File: src/rtl/alu_pkg.sv
`default_nettype none
// +----------------------------------------------------------------------+
// | Module : alu_pkg                                                      |
// | Brief  : Shared opcodes, FSM encoding and data width for the          |
// |          two-requester logic-unit arbiter.                            |
// | Rev    : 1.0 - initial release                                        |
// +----------------------------------------------------------------------+
package alu_pkg;

  localparam int DATA_W = 16;

  // Bitwise operation selectors
  localparam logic [1:0] OP_AND  = 2'b00;
  localparam logic [1:0] OP_NAND = 2'b01;
  localparam logic [1:0] OP_OR   = 2'b10;
  localparam logic [1:0] OP_XOR  = 2'b11;

  // Arbiter FSM encoding
  localparam logic [1:0] ST_IDLE = 2'd0;
  localparam logic [1:0] ST_EXEC = 2'd1;
  localparam logic [1:0] ST_RESP = 2'd2;

  typedef logic [DATA_W-1:0] data_t;
  typedef logic [1:0]        opcode_t;

  // One captured operation together with the requester that issued it
  typedef struct packed {
    data_t   a;
    data_t   b;
    opcode_t op;
    logic    id;
  } req_t;

endpackage
`default_nettype wire

File: src/rtl/logic_unit_arbiter_if.sv
`default_nettype none
// +----------------------------------------------------------------------+
// | Module : logic_unit_arbiter_if                                        |
// | Brief  : Request/response bus of the logic-unit arbiter. The master   |
// |          side is the requesters plus consumer; the slave side is the  |
// |          arbiter itself.                                              |
// | Rev    : 1.0 - initial release                                        |
// +----------------------------------------------------------------------+
interface logic_unit_arbiter_if;
  import alu_pkg::*;

  logic        req0_valid;
  logic        req0_ready;
  data_t       req0_a;
  data_t       req0_b;
  opcode_t     req0_op;

  logic        req1_valid;
  logic        req1_ready;
  data_t       req1_a;
  data_t       req1_b;
  opcode_t     req1_op;

  logic        rsp_valid;
  logic        rsp_ready;
  data_t       rsp_data;
  logic        rsp_id;

  logic        busy;
  logic [15:0] op_count;

  modport master (
    output req0_valid, req0_a, req0_b, req0_op,
    output req1_valid, req1_a, req1_b, req1_op,
    output rsp_ready,
    input  req0_ready, req1_ready,
    input  rsp_valid, rsp_data, rsp_id,
    input  busy, op_count
  );

  modport slave (
    input  req0_valid, req0_a, req0_b, req0_op,
    input  req1_valid, req1_a, req1_b, req1_op,
    input  rsp_ready,
    output req0_ready, req1_ready,
    output rsp_valid, rsp_data, rsp_id,
    output busy, op_count
  );

endinterface
`default_nettype wire

File: src/rtl/logic_unit.sv
`default_nettype none
// +----------------------------------------------------------------------+
// | Module : logic_unit                                                   |
// | Brief  : Purely combinational 16-bit bitwise AND/NAND/OR/XOR.         |
// | Rev    : 1.0 - initial release                                        |
// +----------------------------------------------------------------------+
module logic_unit
  import alu_pkg::*;
(
  input  data_t   a_i,
  input  data_t   b_i,
  input  opcode_t op_i,
  output data_t   y_o
);

  // Select the bitwise function named by the opcode
  always_comb begin
    y_o = '0;
    case (op_i)
      OP_AND:  y_o = a_i & b_i;
      OP_NAND: y_o = ~(a_i & b_i);
      OP_OR:   y_o = a_i | b_i;
      OP_XOR:  y_o = a_i ^ b_i;
      default: y_o = '0;
    endcase
  end

endmodule
`default_nettype wire

File: src/rtl/logic_unit_arbiter.sv
`default_nettype none
// +----------------------------------------------------------------------+
// | Module : logic_unit_arbiter                                           |
// | Brief  : Round-robin arbiter between two requesters sharing one       |
// |          bitwise logic unit. One operation in flight at a time:       |
// |          IDLE (accept) -> EXEC (compute) -> RESP (hold until taken).  |
// | Rev    : 1.0 - initial release                                        |
// +----------------------------------------------------------------------+
module logic_unit_arbiter
  import alu_pkg::*;
(
  input  logic                 clk,
  input  logic                 rst_n,
  logic_unit_arbiter_if.slave  bus
);

  logic [1:0]  state_q,      state_d;
  req_t        req_q,        req_d;
  logic        rsp_valid_q,  rsp_valid_d;
  data_t       rsp_data_q,   rsp_data_d;
  logic        rsp_id_q,     rsp_id_d;
  logic [15:0] op_count_q,   op_count_d;
  logic        last_grant_q, last_grant_d;

  logic        grant;
  logic        idle;
  logic        req_hs;
  data_t       result;

  assign idle = (state_q == ST_IDLE);

  // Grant the lone requester, or on a tie the one that did not win last
  always_comb begin
    grant = bus.req1_valid;
    if (bus.req0_valid && bus.req1_valid) begin
      grant = ~last_grant_q;
    end
  end

  // Ready is forced low while reset is held so nothing is accepted then
  assign bus.req0_ready = rst_n & idle & bus.req0_valid & ~grant;
  assign bus.req1_ready = rst_n & idle & bus.req1_valid &  grant;
  assign req_hs         = rst_n & idle & (bus.req0_valid | bus.req1_valid);

  logic_unit u_logic_unit (
    .a_i  (req_q.a),
    .b_i  (req_q.b),
    .op_i (req_q.op),
    .y_o  (result)
  );

  // Next-state: capture in IDLE, compute in EXEC, hold and retire in RESP
  always_comb begin
    state_d      = state_q;
    req_d        = req_q;
    rsp_valid_d  = rsp_valid_q;
    rsp_data_d   = rsp_data_q;
    rsp_id_d     = rsp_id_q;
    op_count_d   = op_count_q;
    last_grant_d = last_grant_q;
    case (state_q)
      ST_IDLE: begin
        if (req_hs) begin
          req_d.a  = grant ? bus.req1_a  : bus.req0_a;
          req_d.b  = grant ? bus.req1_b  : bus.req0_b;
          req_d.op = grant ? bus.req1_op : bus.req0_op;
          req_d.id = grant;
          state_d  = ST_EXEC;
        end
      end
      ST_EXEC: begin
        rsp_data_d  = result;
        rsp_id_d    = req_q.id;
        rsp_valid_d = 1'b1;
        state_d     = ST_RESP;
      end
      ST_RESP: begin
        if (bus.rsp_ready) begin
          rsp_valid_d  = 1'b0;
          op_count_d   = op_count_q + 16'd1;
          last_grant_d = rsp_id_q;
          state_d      = ST_IDLE;
        end
      end
      default: begin
        state_d = ST_IDLE;
      end
    endcase
  end

  // State registers; reset drops any in-flight operation silently
  always_ff @(posedge clk) begin
    if (!rst_n) begin
      state_q      <= ST_IDLE;
      req_q        <= '0;
      rsp_valid_q  <= 1'b0;
      rsp_data_q   <= '0;
      rsp_id_q     <= 1'b0;
      op_count_q   <= '0;
      last_grant_q <= 1'b1;
    end else begin
      state_q      <= state_d;
      req_q        <= req_d;
      rsp_valid_q  <= rsp_valid_d;
      rsp_data_q   <= rsp_data_d;
      rsp_id_q     <= rsp_id_d;
      op_count_q   <= op_count_d;
      last_grant_q <= last_grant_d;
    end
  end

  assign bus.rsp_valid = rsp_valid_q;
  assign bus.rsp_data  = rsp_data_q;
  assign bus.rsp_id    = rsp_id_q;
  assign bus.busy      = ~idle;
  assign bus.op_count  = op_count_q;

endmodule
`default_nettype wire

File: src/flat_wrapper.sv
// flat-port wrapper written by rule: the top's interface ports become plain ports
module logic_unit_arbiter_flat import alu_pkg::*;
  (clk, rst_n, bus_req0_valid, bus_req0_a, bus_req0_b, bus_req0_op, bus_req1_valid, bus_req1_a, bus_req1_b, bus_req1_op, bus_rsp_ready, bus_req0_ready, bus_req1_ready, bus_rsp_valid, bus_rsp_data, bus_rsp_id, bus_busy, bus_op_count);
  logic_unit_arbiter_if bus_i ();
  input  logic clk;
  input  logic rst_n;
  input wire logic [$bits(bus_i.req0_valid)-1:0] bus_req0_valid;
  input wire logic [$bits(bus_i.req0_a)-1:0] bus_req0_a;
  input wire logic [$bits(bus_i.req0_b)-1:0] bus_req0_b;
  input wire logic [$bits(bus_i.req0_op)-1:0] bus_req0_op;
  input wire logic [$bits(bus_i.req1_valid)-1:0] bus_req1_valid;
  input wire logic [$bits(bus_i.req1_a)-1:0] bus_req1_a;
  input wire logic [$bits(bus_i.req1_b)-1:0] bus_req1_b;
  input wire logic [$bits(bus_i.req1_op)-1:0] bus_req1_op;
  input wire logic [$bits(bus_i.rsp_ready)-1:0] bus_rsp_ready;
  output wire logic [$bits(bus_i.req0_ready)-1:0] bus_req0_ready;
  output wire logic [$bits(bus_i.req1_ready)-1:0] bus_req1_ready;
  output wire logic [$bits(bus_i.rsp_valid)-1:0] bus_rsp_valid;
  output wire logic [$bits(bus_i.rsp_data)-1:0] bus_rsp_data;
  output wire logic [$bits(bus_i.rsp_id)-1:0] bus_rsp_id;
  output wire logic [$bits(bus_i.busy)-1:0] bus_busy;
  output wire logic [$bits(bus_i.op_count)-1:0] bus_op_count;
  assign bus_i.req0_valid = bus_req0_valid;
  assign bus_i.req0_a = bus_req0_a;
  assign bus_i.req0_b = bus_req0_b;
  assign bus_i.req0_op = bus_req0_op;
  assign bus_i.req1_valid = bus_req1_valid;
  assign bus_i.req1_a = bus_req1_a;
  assign bus_i.req1_b = bus_req1_b;
  assign bus_i.req1_op = bus_req1_op;
  assign bus_i.rsp_ready = bus_rsp_ready;
  assign bus_req0_ready = bus_i.req0_ready;
  assign bus_req1_ready = bus_i.req1_ready;
  assign bus_rsp_valid = bus_i.rsp_valid;
  assign bus_rsp_data = bus_i.rsp_data;
  assign bus_rsp_id = bus_i.rsp_id;
  assign bus_busy = bus_i.busy;
  assign bus_op_count = bus_i.op_count;
  logic_unit_arbiter u_core (.clk(clk), .rst_n(rst_n), .bus(bus_i));
endmodule
File: config.mk
export PLATFORM = sky130hd
export DESIGN_NAME = logic_unit_arbiter_flat
export DESIGN_NICKNAME = d
export VERILOG_FILES = /design/src/rtl/alu_pkg.sv /design/src/rtl/logic_unit_arbiter_if.sv /design/src/rtl/logic_unit.sv /design/src/rtl/logic_unit_arbiter.sv /design/src/flat_wrapper.sv
export SDC_FILE = /design/constraint.sdc
export NUM_CORES = 1
export LEC_CHECK = 0
export CAP_MARGIN = 20
export CORE_AREA = 2 2 71 100
export CTS_CLUSTER_DIAMETER = 50
export CTS_CLUSTER_SIZE = 20
export DETAILED_ROUTE_END_ITERATION = 16
export DIE_AREA = 0 0 73 102
export DONT_BUFFER_PORTS = 1
export PLACE_DENSITY = 0.85
export SLEW_MARGIN = 20
export SYNTH_ARGS = -nofsm -noshare
export SYNTH_HDL_FRONTEND = slang
export SYNTH_SLANG_ARGS = --single-unit
File: constraint.sdc
create_clock -name clk -period 2.1 [get_ports clk]
set_input_delay 0.105 -clock clk [delete_from_list [all_inputs] [get_ports clk]]
set_output_delay 0.105 -clock clk [all_outputs]
set_load 0.02 [all_outputs]
==> results by group <==
GRT
  • GRT Util Overall: 0.2329
  • Largest net degree at the start of global routing: 71
  • Vias in the first global route: a little over 3,000
  • Wire length of the first global-routing pass: ~14 mm
  • Grt total ovfl: 0
  • Initial antenna violation count: 0

Yosys
  • Post-synthesis cell type count: 34
  • Sequential area share after synthesis: 0.3546
  • EDFF count, synth: 0
  • Top post-synthesis cells by area: dfxtp_1 (35%), ha_1 (10%), mux2i_1 (9.1%), a211oi_1 (6.3%), nor2_1 (4.7%)
  • Area leader, netlist: dfxtp_1
  • Primary FF master, synth: dfxtp_1
  • FFs w/ async S/R, synth: 0
  • Synthesized flop and latch total: a little over 70
  • Mapped Area: roughly 4000 um2
  • Syn Area/Cell: roughly 8.6 um2
  • YS warnings: 0
  • Synth Instances: between 400 and 500
  • Synth top area share: 0.3546
  • Syn Nets: a little under 600

Setup path
  • Critical path class: reg -> reg
  • Max incr delay on CP: between 500 and 600 ps
  • Worst setup path end: u_core.req_q[13]$_SDFFE_PN0P_
  • Crit. End Element: register
  • Levels on crit path: 5
  • CP Launch Type: register
  • Worst path top cell family by delay: buffers and inverters
  • R2R Setup Slk: about 300 ps
  • Worst path bufs/invs: 2
  • Worst R2R Start: u_core.last_grant_q$_SDFFE_PN1P_
  • Reg2reg end: u_core.req_q[13]$_SDFFE_PN0P_
  • Reg2Reg Depth: 5
  • Slowest CP cell: dlygate4sd3_1
  • Crit path cell chain: a21boi_4 > buf_12 > mux2i_1 > dlygate4sd3_1 > a211oi_1
  • CP arrival: between 2000 and 2500 ps
  • CP required: between 2000 and 2500 ps
  • Crit-path max FO: 37
  • CP Launch Point: u_core.last_grant_q$_SDFFE_PN1P_

Timing
  • Skew final: between 9 and 10 ps
  • RSZ-0062 raised after global routing: false
  • TNS Setup: 0 ps
  • Final period utilization: 0.8571
  • Worst slew pin tran: between 600 and 700 ps
  • Final slew viol count: 0
  • Slew headroom: 0.5755
  • Fin crit period: ~1800 ps
  • Setup Viol. Count Final: 0
  • WHS: slightly below 7 ps
  • Highest clock rate: 555.6 MHz
  • Hold Violations, Final: 0

Clock network
  • Number of post-CTS setup repair buffers: 0
  • Cts bufs inserted: 9
  • Skew-Pair Late Insertion Delay: around 340 ps
  • H-tree depth: 3
  • Clk sinks: 72
  • Root buffer cell: clkbuf_8
  • Clock Path Buffers: 2
  • CTS tree: built
  • Clock Pin Slew Worst Setup and Hold Paths: ~80 ps

Run
  • Max_cap viols: 0

Power and ir drop
  • P_leak: between 1.5 and 2 nW
  • Max IR drop VDD: around 0.56 mV
  • Total power per unit cell area: between 700 and 800 nW/um2
  • Comb power frac: 0.179
  • Clock share of power: 0.342
  • Int Power: approximately 2.3 mW
  • Psw: around 980 uW
  • Net Sw Frac: 0.2956
  • Sequential share of power: 0.479

Route
  • Antenna viol nets, final: 0
  • Via count: between 3,000 and 4,000
  • DRT Wirelength: slightly below 9 mm
  • Routed vias/inst: between 5 and 6
  • Remaining DRCs: 0
  • Wire length per cell: roughly 15 um
  • Router iterations before antenna repair: 4
  • Initial DRC Count: roughly 90

Final layout
  • Commonest non-fill, non-tap cell in the layout: dfxtp_1
  • Layout cell share with drive strength beyond 1: 0.07475
  • Reg area: 1443 um2
  • Final std cells w/o fill: between 500 and 600
  • N_diodes: 0
  • Nets: just under 600
  • Area grow syn2layout: 14.07%
  • Most frequent cells in the layout: dfxtp_1 (71), nor2_1 (51), mux2i_1 (37)
  • Multi-input gate area: around 2300 um2
  • # fillers: 477
  • Finished Core Util: 0.7106

Die
  • Die Area: ~7400 um2
  • Initial cell density of the core: 0.6230
  • Site Rows: 35
  • Core Area: between 6000 and 7000 um2
  • Die Y: ~100 um
  • Io pins: 110
  • Die X: 73 um

Hold path
  • Worst Hold Class: in -> reg
  • Hold Crit Depth: 2

Place
  • Half-perimeter wire length after detailed placement: 5.653 mm
  • DP Cell Count: 525
  • Final Wtd Congestion: 0.8518
  • Port bufs: 0

Status
  • Status: completed
-- layer usage --
metal,GRT usage,vias up,share of wire
li1,-,1644,-
met1,0.2692,1454,0.42
met2,0.4207,117,0.51
met3,0.05128,10,0.060
met4,0.07265,0,0.0095
met5,0,-,0
-- synth_stat cells (2+ instances only) --
library cell,n
buf_2,14
inv_1,37
a211oi_1,34
nand3_1,5
nor2b_1,27
nand2b_1,6
xor2_1,19
dfxtp_1,72
nand2_1,35
clkbuf_1,13
xnor2_1,8
o211ai_1,19
buf_1,5
nor3_1,3
o21ai_0,9
ha_1,33
o21ai_1,4
buf_4,2
mux2i_1,37
a21oi_1,21
nand4_1,6
nor2_1,51
nor4_1,3
-- sequential cells by signal, summed over array words and instances, names as in the netlist --
name,cells
u_core.bus.op_count,16
u_core.last_grant_q,1
u_core.bus.rsp_id,1
u_core.req_q,35
u_core.bus.rsp_valid,1
u_core.state_q,2
u_core.bus.rsp_data,16
-- cell type report --
class	count	share of cell area
Multi-Input combinational cell	331	0.5057
Sequential cell	72	0.3111
Clock buffer	10	0.02968
Tap cell	74	0.01997
Inverter	37	0.02995
Timing Repair Buffer	39	0.08904
Clock inverter	6	0.01457
-- metrics by stage --
| step | area, um2 | setup slack, ps | total power, mW |
|---|---|---|---|
| CTS | 4637 | 352.7 | 3.314 |
| floorplan | 4065 | 462.3 | 2.032 |
| global route | 4637 | 218.8 | 3.460 |
| global placement | 4151 | 515.0 | 2.113 |
| finish | 4637 | 300.1 | 3.299 |
| detailed placement | 4151 | 450.5 | 2.146 |
-- worst min path at each step --
stage | start | end
6_report | bus_req0_a[10] | u_core.req_q[29]$_SDFFE_PN0P_
5_1_grt | bus_req0_op[0] | u_core.req_q[1]$_SDFFE_PN0P_
3_3_place_gp | rst_n | u_core.last_grant_q$_SDFFE_PN1P_
4_1_cts | bus_req1_a[13] | u_core.req_q[32]$_SDFFE_PN0P_
2_1_floorplan | bus_rsp_ready | u_core.state_q[1]$_SDFFE_PN0P_
3_5_place_dp | rst_n | u_core.last_grant_q$_SDFFE_PN1P_
-- cells by family (layout without fill, tap and decap cells) --
| kind of cell | after synthesis | after routing | synth area share |
|---|---|---|---|
| xor gates and xnor gates | 27 | 27 | 0.05817 |
| DFF | 72 | 72 | 0.3546 |
| buffers and inverters | 71 | 92 | 0.07171 |
| adders and majority gates | 33 | 33 | 0.1016 |
| and+or+nand+nor | 143 | 143 | 0.1733 |
| AOI/OAI and AO/OA | 91 | 91 | 0.1496 |
| muxes | 37 | 37 | 0.09111 |
-- timing repair --
| action | CTS | global route |
|---|---|---|
| hold buffers | 28 | 0 |
| hold endpoints to repair | 22 | 0 |
| resized for setup | 0 | 0 |
-- power by group through the flow --
stage / Combinational, mW / Sequential (mW) / Clock (mW)
finish: 0.590 / 1.58 / 1.13
global route: 0.672 / 1.60 / 1.19
CTS: 0.587 / 1.58 / 1.15
detailed placement: 0.532 / 1.61 / 0
global placement: 0.508 / 1.61 / 0
floorplan: 0.457 / 1.57 / 0
Note: power is estimated with default switching activity, not from simulation.
